$ cat config.mk
export PLATFORM = sky130hd
export DESIGN_NAME = mcpu_fetch_unit
export DESIGN_NICKNAME = d
export VERILOG_FILES = /design/src/rtl/mcpu_pkg.sv /design/src/rtl/mcpu_sync_fifo.sv /design/src/rtl/mcpu_fetch_unit.sv
export SDC_FILE = /design/constraint.sdc
export NUM_CORES = 1
export LEC_CHECK = 0
export ABC_CLOCK_PERIOD_IN_PS = 4720
export CAP_MARGIN = 5
export CORE_ASPECT_RATIO = 1.5
export CORE_MARGIN = 1.5
export CORE_UTILIZATION = 40
export CTS_CLUSTER_DIAMETER = 80
export CTS_CLUSTER_SIZE = 20
export DETAILED_ROUTE_END_ITERATION = 6
export HOLD_SLACK_MARGIN = 0.02
export SETUP_SLACK_MARGIN = 0.05
export SLEW_MARGIN = 20
export SYNTH_ARGS = -nofsm -noshare
export SYNTH_HDL_FRONTEND = slang
export SYNTH_HIERARCHICAL = 1
export SYNTH_SLANG_ARGS = --single-unit
$ cat constraint.sdc
create_clock -name clk -period 4.72 [get_ports clk]
set_clock_uncertainty 0.15 [all_clocks]
set_input_delay 0.472 -clock clk [delete_from_list [all_inputs] [get_ports clk]]
set_output_delay 0.472 -clock clk [all_outputs]
set_load 0.03 [all_outputs]
$ cat src/rtl/mcpu_pkg.sv
// Shared definitions for the MCPU fetch path.
//  - fetch_state_e : fetch FSM states (idle after reset, fetching, halted)
//  - MCPU_WORD_SIZE / MCPU_ADDR_WIDTH : default instruction and address widths
package mcpu_pkg;

  typedef enum logic [1:0] {
    S_IDLE  = 2'd0,
    S_FETCH = 2'd1,
    S_HALT  = 2'd2
  } fetch_state_e;

  localparam int unsigned MCPU_WORD_SIZE  = 8;
  localparam int unsigned MCPU_ADDR_WIDTH = 8;

endpackage

$ cat src/rtl/mcpu_sync_fifo.sv
// Small synchronous FIFO with flush, used as the fetch prefetch buffer.
// Ports:
//  clk, rst_n  : clock, asynchronous active-low reset
//  flush_i     : drop all entries (has priority over push/pop)
//  push_i      : write wdata_i; caller guarantees room (or a same-cycle pop)
//  wdata_i     : entry to write
//  pop_i       : drop head; caller guarantees not empty
//  rdata_o     : head entry; while empty it holds the last value presented
//  count_o     : number of stored entries (0..DEPTH)
//  empty_o     : no entries stored
module mcpu_sync_fifo #(
  parameter int unsigned WIDTH = 16,
  parameter int unsigned DEPTH = 2
) (
  input  logic             clk,
  input  logic             rst_n,
  input  logic             flush_i,
  input  logic             push_i,
  input  logic [WIDTH-1:0] wdata_i,
  input  logic             pop_i,
  output logic [WIDTH-1:0] rdata_o,
  output logic [$clog2(DEPTH):0] count_o,
  output logic             empty_o
);

  localparam int unsigned PW = $clog2(DEPTH);
  localparam int unsigned CW = PW + 1;

  logic [WIDTH-1:0] mem_q [DEPTH];
  logic [PW-1:0]    rd_ptr_q, wr_ptr_q;
  logic [CW-1:0]    count_q;
  logic [WIDTH-1:0] last_q;

  assign empty_o = (count_q == '0);
  assign count_o = count_q;
  // last_q tracks whatever was presented the cycle before, so an empty FIFO
  // keeps showing the previous head instead of a stale storage slot.
  assign rdata_o = empty_o ? last_q : mem_q[rd_ptr_q];

  always_ff @(posedge clk or negedge rst_n) begin
    if (!rst_n) begin
      for (int i = 0; i < int'(DEPTH); i++) mem_q[i] <= '0;
      rd_ptr_q <= '0;
      wr_ptr_q <= '0;
      count_q  <= '0;
      last_q   <= '0;
    end else begin
      last_q <= rdata_o;
      if (flush_i) begin
        rd_ptr_q <= '0;
        wr_ptr_q <= '0;
        count_q  <= '0;
      end else begin
        if (push_i) begin
          mem_q[wr_ptr_q] <= wdata_i;
          wr_ptr_q        <= wr_ptr_q + PW'(1);
        end
        if (pop_i) rd_ptr_q <= rd_ptr_q + PW'(1);
        case ({push_i, pop_i})
          2'b10:   count_q <= count_q + CW'(1);
          2'b01:   count_q <= count_q - CW'(1);
          default: count_q <= count_q;
        endcase
      end
    end
  end

endmodule

$ cat src/rtl/mcpu_fetch_unit.sv
// MCPU instruction fetch stage. Presents the PC to the RAM instruction port,
// captures the same-cycle read data into a prefetch FIFO and hands entries to
// decode.
// Handshake: an instruction transfers on a cycle where instr_valid & instr_ready
// are both high; while instr_valid is high and instr_ready low, instr, instr_pc
// and instr_valid do not change. A redirect overrides everything: the FIFO is
// flushed, no transfer happens that cycle, and fetch restarts at redirect_pc.
// Ports:
//  clk, rst_n           : clock, asynchronous active-low reset
//  instraddr / instrrd  : RAM instruction address out / read data in (same cycle)
//  instr_valid, instr,
//  instr_pc, instr_ready: decode interface (head of prefetch FIFO)
//  redirect, redirect_pc: taken branch, flush and restart at redirect_pc
//  halt_req, resume     : stop / restart fetching; buffered entries still drain
//  halted               : fetch FSM is in S_HALT
module mcpu_fetch_unit
  import mcpu_pkg::*;
#(
  parameter int unsigned WORD_SIZE  = MCPU_WORD_SIZE,
  parameter int unsigned ADDR_WIDTH = MCPU_ADDR_WIDTH,
  parameter int unsigned FIFO_DEPTH = 2,
  parameter logic [ADDR_WIDTH-1:0] RESET_PC = '0
) (
  input  logic                  clk,
  input  logic                  rst_n,
  output logic [ADDR_WIDTH-1:0] instraddr,
  input  logic [WORD_SIZE-1:0]  instrrd,
  output logic                  instr_valid,
  output logic [WORD_SIZE-1:0]  instr,
  output logic [ADDR_WIDTH-1:0] instr_pc,
  input  logic                  instr_ready,
  input  logic                  redirect,
  input  logic [ADDR_WIDTH-1:0] redirect_pc,
  input  logic                  halt_req,
  input  logic                  resume,
  output logic                  halted
);

  localparam int unsigned EW = WORD_SIZE + ADDR_WIDTH;
  localparam int unsigned CW = $clog2(FIFO_DEPTH) + 1;

  fetch_state_e          state_q, state_d;
  logic [ADDR_WIDTH-1:0] pc_q, pc_d;

  logic          fifo_empty;
  logic [CW-1:0] fifo_count;
  logic [EW-1:0] fifo_rdata;
  logic          flush, push, pop;

  always_ff @(posedge clk or negedge rst_n) begin
    if (!rst_n) begin
      state_q <= S_IDLE;
      pc_q    <= RESET_PC;
    end else begin
      state_q <= state_d;
      pc_q    <= pc_d;
    end
  end

  always_comb begin
    state_d = state_q;
    case (state_q)
      S_IDLE:  state_d = S_FETCH;
      S_FETCH: if (halt_req) state_d = S_HALT;
      S_HALT:  if (resume && !halt_req) state_d = S_FETCH;
      default: state_d = S_IDLE;
    endcase
  end

  // Redirect is ignored in S_IDLE (nothing fetched yet); elsewhere it wins.
  assign flush = redirect && (state_q != S_IDLE);
  assign pop   = !fifo_empty && instr_ready && !flush;
  // A full FIFO still accepts a push when the head leaves in the same cycle.
  assign push  = (state_q == S_FETCH) && !redirect &&
                 ((fifo_count < CW'(FIFO_DEPTH)) || pop);

  always_comb begin
    pc_d = pc_q;
    if (flush)     pc_d = redirect_pc;
    else if (push) pc_d = pc_q + ADDR_WIDTH'(1);
  end

  mcpu_sync_fifo #(
    .WIDTH (EW),
    .DEPTH (FIFO_DEPTH)
  ) u_fifo (
    .clk     (clk),
    .rst_n   (rst_n),
    .flush_i (flush),
    .push_i  (push),
    .wdata_i ({pc_q, instrrd}),
    .pop_i   (pop),
    .rdata_o (fifo_rdata),
    .count_o (fifo_count),
    .empty_o (fifo_empty)
  );

  assign instraddr   = pc_q;
  assign instr_valid = !fifo_empty;
  assign instr       = fifo_rdata[WORD_SIZE-1:0];
  assign instr_pc    = fifo_rdata[EW-1:WORD_SIZE];
  assign halted      = (state_q == S_HALT);

endmodule

After elaboration in Yosys (flattened, before gate mapping)
Cells that the tools add are included.
{"block": "classes", "n_addsub": 5, "n_reduce_logical": 20, "bitwise_logic": 3, "eq_ne": 6, "mux": 18, "n_lt_le_gt_ge": 4, "mul": 0, "n_shift": 0, "div": 0}
{"operator": "two-way mux 16 bit", "n": 5}
{"operator": "bitwise mux 32 bit", "n": 1}
{"operator": "demux 16 bit (select 1 bit)", "n": 1}
{"operator": "two-way mux 8 bit", "n": 2}
{"operator": "adder 8 x 1 -> 8 bit (second input constant)", "n": 1}
{"operator": "logical AND 1 bit", "n": 7}
{"operator": "two-way mux 2 bit", "n": 3}
{"operator": "case mux 2 bit (3 select lines)", "n": 1}
{"operator": "nonzero test 2 bit", "n": 3}
{"operator": "equality test 2 x 1 -> 1 bit (second input constant)", "n": 2}
{"operator": "equality test 2 bit (second input constant)", "n": 2}
{"operator": "greater-or-equal comparator 2 bit (second input constant)", "n": 2}
{"operator": "logical NOT 1 bit", "n": 4}
{"operator": "logical NOT 2 bit", "n": 2}
{"operator": "two-way mux 1 bit", "n": 4}
{"operator": "inverter 1 -> 2 bit", "n": 2}
{"operator": "case mux 2 bit (2 select lines)", "n": 1}
{"operator": "AND reduction 2 bit", "n": 2}
{"operator": "nonzero test 3 bit", "n": 1}
{"operator": "adder 1 bit (second input constant)", "n": 2}
{"operator": "adder 2 x 1 -> 2 bit (second input constant)", "n": 1}
{"operator": "< comparator 2 x 1 -> 1 bit (second input constant)", "n": 1}
{"operator": "< comparator 2 bit (second input constant)", "n": 1}
{"operator": "inequality test 2 x 1 -> 1 bit (second input constant)", "n": 1}
{"operator": "other kinds (4)", "n": 4}
{"block": "word_totals", "mem_bits_rw": 0, "mem_count": 0, "rom_bits": 0, "latch_bits": 0, "register_bits": 62}

Longest topological paths before layout
Gate-level depths: netlist (run 1).
{"block": "depth", "word_depth": 9, "ltp_mapped": 9}

Cells and area by module
The synthesis (run 1) kept the hierarchy.
{"mod": "mcpu_sync_fifo", "cells_per_inst": 155, "area_per_inst_um2": 2185.8, "instances": 1}
{"mod": "mcpu_fetch_unit", "cells_per_inst": 63, "area_per_inst_um2": 630.6, "instances": 1}

Worst setup path before layout (run 1)
Ideal clock, no wire load.
{"block": "synth_timing", "path_type": "register to register", "start": "register u_fifo.count_q[1] (netlist: u_fifo/count_o[1])", "end": "register u_fifo/mem_q[21] in the netlist's numbering", "period_less_slack_ns": 2.944, "setup_slack_ns": 1.776, "t_required_ns": 4.445, "arrival_time_ns": 2.669, "stages_incl_launch_ff": 10, "cell_sequence": "dfrtp_1 nor2_1 clkbuf_1 nand2b_1 clkbuf_1 a21oi_1 buf_6 nor3b_4 buf_12 mux2_4"}
{"block": "synth_via", "elab_chain_cells": 7, "word_cells_on_any_way": 8}
{"element": "start: declaration", "line": "mcpu_sync_fifo.sv:31", "text": "logic [CW-1:0] count_q;"}
{"element": "start signal: assignment", "line": "mcpu_sync_fifo.sv:60", "text": "2'b10: count_q <= count_q + CW'(1);"}
{"element": "start signal: assignment", "line": "mcpu_sync_fifo.sv:61", "text": "2'b01: count_q <= count_q - CW'(1);"}
{"element": "start signal: assignment", "line": "mcpu_sync_fifo.sv:62", "text": "default: count_q <= count_q;"}
{"element": "logical NOT 2 bit", "line": "mcpu_sync_fifo.sv:34", "text": "assign empty_o = (count_q == '0);"}
{"element": "net fifo_empty", "line": "mcpu_fetch_unit.sv:45", "text": "logic fifo_empty;"}
{"element": "logical NOT 1 bit", "line": "mcpu_fetch_unit.sv:72", "text": "assign pop = !fifo_empty && instr_ready && !flush;"}
{"element": "logical AND 1 bit (2 in series)", "line": "mcpu_fetch_unit.sv:72"}
{"element": "logical OR 1 bit", "line": "mcpu_fetch_unit.sv:75", "text": "((fifo_count < CW'(FIFO_DEPTH)) || pop);"}
{"element": "logical AND 1 bit", "line": "mcpu_fetch_unit.sv:74", "text": "assign push = (state_q == S_FETCH) && !redirect &&"}
{"element": "net push", "line": "mcpu_fetch_unit.sv:48", "text": "logic flush, push, pop;"}
{"element": "AND reduction 2 bit (no source line)"}
{"element": "end signal: indexed assignment", "line": "mcpu_sync_fifo.sv:55", "text": "mem_q[wr_ptr_q] <= wdata_i;"}
{"element": "end: declaration", "line": "mcpu_sync_fifo.sv:29", "text": "logic [WIDTH-1:0] mem_q [DEPTH];"}
The timed path passes the listed nets, and every way through them passes these cells.
A chain may end at the register's enable or synchronous reset.

Final worst setup path (run 1)
{"block": "layout_timing", "start": "register u_fifo.count_q[1] (netlist: u_fifo/count_o[1])", "end": "output instr_pc[5]"}
{"block": "layout_via", "elab_chain_cells": 2}
{"element": "logical NOT 2 bit", "line": "mcpu_sync_fifo.sv:34"}
{"element": "net fifo_empty", "line": "mcpu_fetch_unit.sv:45"}
{"element": "two-way mux 16 bit", "line": "mcpu_sync_fifo.sv:38", "text": "assign rdata_o = empty_o ? last_q : mem_q[rd_ptr_q];"}
{"element": "end: declaration", "line": "mcpu_fetch_unit.sv:30", "text": "output logic [ADDR_WIDTH-1:0] instr_pc,"}
The timed path passes the listed nets, and every way through them passes these cells.

==> results of run 1 <==
[registers in the layout, indices dropped and copies added (netlist names)]
signal / count
u_fifo/mem_q: 32
u_fifo/last_q: 16
instraddr: 8
state_q: 2
u_fifo/count_o: 2
u_fifo/rd_ptr_q: 1
u_fifo/wr_ptr_q: 1
[power groups by stage]
stage	Clock [mW]	Sequential [mW]	Combinational, mW
after detailed placement	0	1.02	1.34
after floorplan	0	1.00	0.889
final	0.528	1.01	1.33
after CTS	0.541	1.01	1.35
after global placement	0	1.02	1.33
after global routing	0.567	1.05	1.43
[worst reg2reg max path, stage by stage, from the launching register on]
cell and delay [ps]:
dfrtp_1 550, nor2_2 460, nand2b_1 490, a21oi_1 170, buf_4 210, nand3b_4 250, mux2_2 380
[worst max path at each step]
stage | startpoint | endpoint | cells past startpoint
global route | u_fifo/count_o[1] | instr_pc[5] | 5
floorplan | u_fifo/count_o[1] | u_fifo/mem_q[21] | 9
global placement | u_fifo/count_o[1] | instr_pc[5] | 5
detailed placement | u_fifo/count_o[1] | instr_pc[5] | 5
CTS | u_fifo/count_o[1] | instr_pc[5] | 5
finish | u_fifo/count_o[1] | instr_pc[5] | 5
[metal layers]
metal	global-route usage, %	up-vias
li1	-	867
met1	19.52	894
met2	25.23	34
met3	4.685	7
met4	6.065	0
met5	0	-
[final cells by class]
cell class                      count  share of cell area [%]
Tap cell                           78                   2.730
Timing Repair Buffer               51                   13.86
Inverter                            4                  0.4200
Clock inverter                      5                   2.275
Clock buffer                       11                   4.235
Multi-Input combinational cell    142                   33.08
Sequential cell                    62                   43.40
[cells in the final DEF, fill, tap and decap left out, types with 8 or more instances in the layout]
| master | n |
|---|---|
| dfrtp_1 | 62 |
| clkdlybuf4s50_1 | 46 |
| nand2_1 | 23 |
| mux2_2 | 23 |
| o21ai_0 | 19 |
| mux2i_1 | 17 |
| clkbuf_8 | 11 |
| xnor2_1 | 10 |
| mux2_4 | 10 |
| nor2_1 | 8 |
[through the flow]
stage	setup slack (ps)	hold WS [ps]	power (mW)
after CTS	1471	177.3	2.902
final	1498	144.1	2.862
after floorplan	1776	26.41	1.889
after global placement	1854	325.0	2.348
after detailed placement	1846	333.1	2.367
after global routing	1328	229.3	3.051
[logic make-up after synthesis]
group | after synthesis
DFF | 62
AOI/OAI and AO/OA | 35
buffers and inverters | 14
and+or+nand+nor | 45
xor gates and xnor gates | 11
muxes | 50
adders and majority gates | 1
==> impl_metrics.toml, run 1 <==
[pwr]
p_seq_share_pct = 35.1
power.leakage_nw = 1.513
switching_share_pct = 39.11
p_switching_mw = 1.120
ir_worst_vdd_v = 0.0003311
comb_power_share_pct = 46.4
p_clk_share_pct = 18.5
power_density_nw_per_um2 = 800.7
internal_power_mw = 1.743

[yosys]
async_flop_share_pct = 100.0
yosys-top-cells-count = "dfrtp_1, mux2_2, nand2_1"
synth_simple_gate_area_share_pct = 8.530
synthCells = 218
synthAdderAreaFrac_pct = 0.4442
ys_seq_area_share_pct = 55.09
ys_ff_latch = 62
synth_compound_area_share_pct = 8.929
ys.flop_type = "dfrtp_1"
synthXorXnorAreaFrac_pct = 3.421
synth_top_family_by_area = "multiplexers"
synth_cell_type_count = 33
synth.largest_area_cell = "dfrtp_1"
syn_area_per_cell_um2 = 12.92
synth_area_leaders = "dfrtp_1, mux2_2, mux2i_1"
ys_warn_count = 6
syn-num-nets = 241
syn-cell-area_um2 = 2816
synth-edff-count = 0
synth_top_area_share_pct = 55.09
synth_mux_area_share_pct = 20.57
synth.most_common_cell = "dfrtp_1"

[worst_setup_path]
slowest_delay_ps = 730
timing.critical_path.cells = "nor2_2, buf_4, nand2_1, o21ai_0, clkdlybuf4s50_1"
cp.arrival_ps = 2600
path_buf_inv = 2
cp-end-kind = "primary output"
crit_path_start_kind = "register"
r2r_setup_slack_ps = 1960
regToRegStartpoint = "u_fifo/count_o[1]"
worstSetupPathType = "reg -> out"
cp_data_required_time_ps = 4100
crit_family = "buffers and inverters"
cp_max_fo = 22
timing.rr.end = "u_fifo/mem_q[12]"
reg2reg_depth = 6
cpMaxStageDelayCell = "clkdlybuf4s50_1"

[drt]
dr.pass1.iters = 6
drc_errors = 0
vias_per_cell = 5.105
wl_met2_um = 2695
top_layer = "met4"
wirelength_met1_um = 2367
drt_first_iter_violations = 47
num_vias = 1802
wirelength_um = 5294
wl_met3_um = 150
final_antenna_net_count = 0
routedWlPerCell_um = 15.00

[run]
maxCapViolations = 0

[sta]
fin_crit_sh_pct = 68.26
setup_viol = 0
hold_viol_final = 0
fin_setup_tns_ps = 0
slew_headroom_pct = 34.88
worst_pin_slew_ps = 976.8
max_freq_ghz = 0.3104
min_period_ps = 3222
rsz0062_at_grt = "no"
finalMaxSlewViolations = 0

[clock_network]
ctsHtreeMaxLevel = 3
cts-root-buf = "clkbuf_8"
cts.hold.buffers_added = 0
clk_latency_ps = 330
cts_resized = 0
cts_post_setup_buffers_inserted = 0
clockBufferDepth = 2
clkTransAtPathRegs_ps = 70
cts_made_buffers = 9
clkSinkCount = 62
cts_tree = "yes"

[grt]
grt_max_degree = 63
grt_pass1_vias = 1840
grtUsageTotal_pct = 15.63
antenna_found_initial = 0
grt_pass1_wl_um = 9004
grt-ovfl-total = 0

[outcome]
status = "complete, no violations"

[floorplanning]
die_x_um = 71.52
fp-row-count = 37
die_h_um = 105.8
initial_core_util_pct = 41.11
dieArea_um2 = 7564
io_pins = 48
design.core.area_um2 = 6852

[final_layout]
regArea_um2 = 1551
fin_nets = 293
fill_cells = 602
diodes = 0
stdcell_area_um2 = 3575
stdcell_count = 353
multi_input_area_um2 = 1182
drive_gt1_share_pct = 22.55
syn2layout_area_growth_pct = 26.92
final_util_pct = 52.17

[min_path]
hold_class = "in -> async"

[place]
place.gp.congestion = 0.7322
placed_cells = 337
placed_area_um2 = 3342
dpl.hpwl_um = 3591
numPortBuffers = 47
Power figures use the tool's default switching activity.
==> run 2: changes to the inputs <==
--- a/config.mk
+++ b/config.mk
@@ -5,7 +5,7 @@
 export SDC_FILE = /design/constraint.sdc
 export NUM_CORES = 1
 export LEC_CHECK = 0
-export ABC_CLOCK_PERIOD_IN_PS = 4720
+export ABC_CLOCK_PERIOD_IN_PS = 3000
 export CAP_MARGIN = 5
 export CORE_ASPECT_RATIO = 1.5
 export CORE_MARGIN = 1.5
==> constraint.sdc (replaced) <==
create_clock -name clk -period 3 [get_ports clk]
set_clock_uncertainty 0.15 [all_clocks]
set_input_delay 0.3 -clock clk [delete_from_list [all_inputs] [get_ports clk]]
set_output_delay 0.3 -clock clk [all_outputs]
set_load 0.03 [all_outputs]
==> impl_metrics.toml, run 2 (synthesis gave the netlist of run 1 again) <==
[grt]
grt_pass1_wl_um = 9183
grt-ovfl-total = 0
grtUsageTotal_pct = 15.83
grt_pass1_vias = 1932
grt_max_degree = 41
antenna_found_initial = 0

[final_layout]
layout_common_cells = "dfrtp_1, clkdlybuf4s50_1, nand2_1, mux2_2, o21ai_0"
syn2layout_area_growth_pct = 26.79
drive_gt1_share_pct = 22.94
regArea_um2 = 1551
largest_reg_flops = 32
multi_input_area_um2 = 1182
top_register = "u_fifo/mem_q"
fill_cells = 622
stdcell_count = 357
fin_nets = 298
diodes = 0
final_common_cell = "dfrtp_1"

[sta]
slew_headroom_pct = 39.93
worst_pin_slew_ps = 901.0
hold_viol_final = 0
rsz0062_at_grt = "no"
fin_crit_sh_pct = 90.41
fin_setup_tns_ps = 0
finalMaxSlewViolations = 0
min_period_ps = 2712
max_freq_ghz = 0.3687
setup_viol = 0

[min_path]
hold_depth = 2
hp-start = "u_fifo/last_q[14]"
hold_class = "reg -> reg"
whs_endpoint = "u_fifo/last_q[14]"

[worst_setup_path]
reg2reg_depth = 6
worstSetupPathType = "reg -> out"
crit_path_start_kind = "register"
timing.rr.end = "u_fifo/count_o[1]"
cp.arrival_ps = 2260
regToRegStartpoint = "state_q[0]"
cpMaxStageDelayCell = "clkdlybuf4s50_1"
r2r_setup_slack_ps = 550
cp_data_required_time_ps = 2550
slowest_delay_ps = 720
cp_max_fo = 33
timing.critical_path.cells = "nor2_2, buf_4, nand2_1, o21ai_0, clkdlybuf4s50_1"
cp-end-kind = "primary output"

[clock_network]
clk_latency_ps = 330
cts_tree = "yes"
clockBufferDepth = 2
clkTransAtPathRegs_ps = 60
ctsHtreeMaxLevel = 3
cts_made_buffers = 9
clkSinkCount = 62
cts-root-buf = "clkbuf_8"

[pwr]
power.leakage_nw = 1.517
power_density_nw_per_um2 = 1232
ir_worst_vdd_v = 0.0005214

[floorplanning]
dieArea_um2 = 7564
io_pins = 48
fp-row-count = 37
design.core.area_um2 = 6852
initial_core_util_pct = 41.11
die_x_um = 71.52
die_h_um = 105.8

[drt]
final_antenna_net_count = 0
drt_first_iter_violations = 124
wirelength_um = 5471
vias_per_cell = 5.073
dr.pass1.iters = 6
routedWlPerCell_um = 15.32
drc_errors = 0
num_vias = 1811

[outcome]
status = "complete, no violations"

[run]
maxCapViolations = 0

[place]
place.gp.congestion = 0.8305
numPortBuffers = 47
dpl.hpwl_um = 3788
placed_cells = 341
==> run 2: metrics by stage <==
stage	power (mW)	cell area, um^2	utilization (%)	hold WS [ps]	worst slack, ps
after floorplan	2.973	2816	-	-145.6	56.38
after global placement	3.702	3372	49.21	325.1	447.8
after detailed placement	3.746	3372	49.21	329.5	429.1
after CTS	4.469	3571	52.12	340.1	232.8
after global routing	4.693	3571	52.12	369.7	78.27
final	4.399	3571	52.12	343.7	287.7
==> run 2: where the power goes <==
group | total [mW] | switching [mW] | internal (mW)
registers | 1.55 | 0.307 | 1.24
logic | 2.15 | 1.14 | 1.01
clock network | 0.702 | 0.303 | 0.399
total | 4.40 | 1.75 | 2.64
==> run 2: critical path: cells and delay by family, from the launching register on <==
family                 cells  cell delay [ps]
flip-flops                 1              550
AO/OA/AOI/OAI              1              110
buffers and inverters      2             1030
AND/OR/NAND/NOR            2              240
==> run 2: final cells by class <==
type	instances	share of cell area, %
clock buffer	11	3.959
inverter	4	0.4205
timing repair buffer	56	15.00
multi-input combinational	142	33.11
clock inverter	4	1.331
sequential	62	43.45
tap	78	2.733
==> run 2: how the worst max path moves through the flow <==
stage	from	end	depth (start not counted)
5_1_grt	u_fifo/count_o[1]	instr_pc[5]	5
3_3_place_gp	redirect	u_fifo/mem_q[20]	6
3_5_place_dp	redirect	u_fifo/count_o[1]	7
2_1_floorplan	u_fifo/count_o[1]	u_fifo/mem_q[21]	9
6_report	u_fifo/count_o[1]	instr_pc[5]	5
4_1_cts	u_fifo/count_o[1]	instr[6]	5
==> run 2: repair_timing <==
| action | in CTS | in global routing |
|---|---|---|
| hold endpoints to repair | 38 | 0 |
| hold buffers | 1 | 0 |
| gates resized for setup | 0 | 0 |
| buffers inserted | 0 | 0 |
==> run 2: metal layers <==
metal  routed length (um)  vias to the layer above  GRT usage [%]
li1                     -                      876              -
met5                    0                        -              0
met1                 2370                      884          18.80
met3                  181                       12          3.824
met2                 2752                       39          26.10
met4                  167                        0          8.491
==> run 3: changes to the inputs <==
--- a/config.mk
+++ b/config.mk
@@ -5,7 +5,7 @@
 export SDC_FILE = /design/constraint.sdc
 export NUM_CORES = 1
 export LEC_CHECK = 0
-export ABC_CLOCK_PERIOD_IN_PS = 3000
+export ABC_CLOCK_PERIOD_IN_PS = 2300
 export CAP_MARGIN = 5
 export CORE_ASPECT_RATIO = 1.5
 export CORE_MARGIN = 1.5
@@ -14,6 +14,7 @@
 export CTS_CLUSTER_SIZE = 20
 export DETAILED_ROUTE_END_ITERATION = 6
 export HOLD_SLACK_MARGIN = 0.02
+export PLACE_DENSITY = 0.73
 export SETUP_SLACK_MARGIN = 0.05
 export SLEW_MARGIN = 20
 export SYNTH_ARGS = -nofsm -noshare
==> constraint.sdc (replaced) <==
create_clock -name clk -period 2.3 [get_ports clk]
set_clock_uncertainty 0.15 [all_clocks]
set_input_delay 0.23 -clock clk [delete_from_list [all_inputs] [get_ports clk]]
set_output_delay 0.23 -clock clk [all_outputs]
set_load 0.03 [all_outputs]
==> impl_metrics.toml, run 3 (synthesis gave the netlist of run 1 again) <==
[floorplanning]
fp-row-count = 37
io_pins = 48
design.core.area_um2 = 6852
die_h_um = 105.8
initial_core_util_pct = 41.11
dieArea_um2 = 7564
die_x_um = 71.52

[clock_network]
cts_made_buffers = 9
clk_latency_ps = 340
ctsHtreeMaxLevel = 3
clkTransAtPathRegs_ps = 70
cts-root-buf = "clkbuf_8"
cts_tree = "yes"
clockBufferDepth = 2
clkSinkCount = 62

[grt]
grt_max_degree = 63
grt_pass1_wl_um = 9121
antenna_found_initial = 0
grt_pass1_vias = 1859
grt-ovfl-total = 0
grtUsageTotal_pct = 15.98

[final_layout]
diodes = 0
top_register = "u_fifo/mem_q"
fin_nets = 302
syn2layout_area_growth_pct = 28.88
drive_gt1_share_pct = 31.34
stdcell_count = 362
largest_reg_flops = 32
final_common_cell = "dfrtp_1"
layout_common_cells = "dfrtp_1, clkdlybuf4s50_1, buf_4"

[run]
maxCapViolations = 0

[worst_setup_path]
cp.arrival_ps = 2120
crit_family = "simple AND/OR/NAND/NOR gates"
cpMaxStageDelayCell = "dfrtp_1"
cp_data_required_time_ps = 2370
r2r_setup_slack_ps = 260
startpoint = "state_q[1]"
crit_path_start_kind = "register"
path_buf_inv = 1
slowest_delay_ps = 440
cp_max_fo = 11
worstSetupPathType = "reg -> reg"
timing.critical_path.cells = "or3b_4, a21oi_4, nor3b_4, buf_12, mux2_2"
cp-end-kind = "register"
regToRegStartpoint = "state_q[1]"

[drt]
routedWlPerCell_um = 14.97
dr.pass1.iters = 6
drt_first_iter_violations = 112
num_vias = 1834
final_antenna_net_count = 0
wirelength_um = 5419
vias_per_cell = 5.066
drc_errors = 0

[sta]
max_freq_ghz = 0.4895
finalMaxSlewViolations = 0
slew_headroom_pct = 76.04
setup_viol = 0
rsz0062_at_grt = "no"
min_period_ps = 2043
fin_crit_sh_pct = 88.82
worst_pin_slew_ps = 355.6
hold_ws_ps = 264.8
hold_viol_final = 0

[pwr]
internal_power_mw = 3.462
switching_share_pct = 40.50
ir_worst_vdd_v = 0.0005814
p_seq_share_pct = 34.5
power_density_nw_per_um2 = 1603
p_switching_mw = 2.356
comb_power_share_pct = 49.0
p_clk_share_pct = 16.5
power.leakage_nw = 1.592

[place]
numPortBuffers = 47
placed_cells = 344
place.gp.congestion = 0.7436
dpl.hpwl_um = 3740

[outcome]
status = "complete, no violations"

[min_path]
hold_class = "in -> async"
-- run 3: worst register-to-register path: cells and delay by family, from the launching register on --
family / cells / cell delay (ps)
flip-flops: 1 / 440
multiplexers: 1 / 340
AND/OR/NAND/NOR: 2 / 690
AO/OA/AOI/OAI: 1 / 120
buffers and inverters: 1 / 180
-- run 3: path summary, 6_finish.rpt --
| kind | cells after the start | end |
|---|---|---|
| setup / recovery | 5 | u_fifo/mem_q[20] |
| hold / removal | 3 | u_fifo/last_q[9] |
| setup reg to reg | 5 | u_fifo/mem_q[20] |
| hold reg to reg | 2 | u_fifo/last_q[6] |
| max in group asynchronous | 3 | u_fifo/last_q[1] |
| min in group clk | 3 | instraddr[0] |
-- run 3: final cells by class --
| class | instances | area (um^2) |
|---|---|---|
| clock buffer | 12 | 155.1 |
| clock inverter | 4 | 45.04 |
| fill | 595 | 3222 |
| inverter | 4 | 15.01 |
| multi-input combinational | 142 | 1211 |
| sequential | 62 | 1553 |
| tap | 78 | 97.59 |
| timing repair buffer | 60 | 553.0 |
-- run 3: routing by layer --
layer / part of all wire (%) / track usage, % / vias to the layer above
met3: 2.9 / 3.633 / 14
met1: 42 / 18.90 / 904
met4: 3.2 / 9.569 / 0
met5: 0 / 0 / -
met2: 52 / 26.10 / 33
li1: - / - / 883
-- run 3: power by group through the flow --
stage | combinational [mW] | clock, mW | sequential, mW
6_report | 2.85 | 0.958 | 2.01
5_1_grt | 3.06 | 1.03 | 2.08
4_1_cts | 2.84 | 0.981 | 2.04
3_5_place_dp | 2.82 | 0 | 2.06
3_3_place_gp | 2.78 | 0 | 2.04
2_1_floorplan | 1.89 | 0 | 2.07
-- run 3: per-stage QoR --
stage	TNS [ps]	area [um^2]	power [mW]	worst slack [ps]	utilization, %
finish	0	3630	5.818	257.1	52.98
global route	0	3630	6.169	118.5	52.98
CTS	0	3617	5.864	191.5	52.79
detailed placement	0	3405	4.880	32.16	49.69
global placement	0	3405	4.811	84.02	49.69
floorplan	-1713	2864	3.952	-148.4	-
-- run 3: timing repair --
item                       CTS  global route
setup endpoints to repair    1             1
hold endpoints to repair    62             0
hold buffers                 1             0
pin swaps                    0             0
resized for setup            2             1
setup buffers                0             1
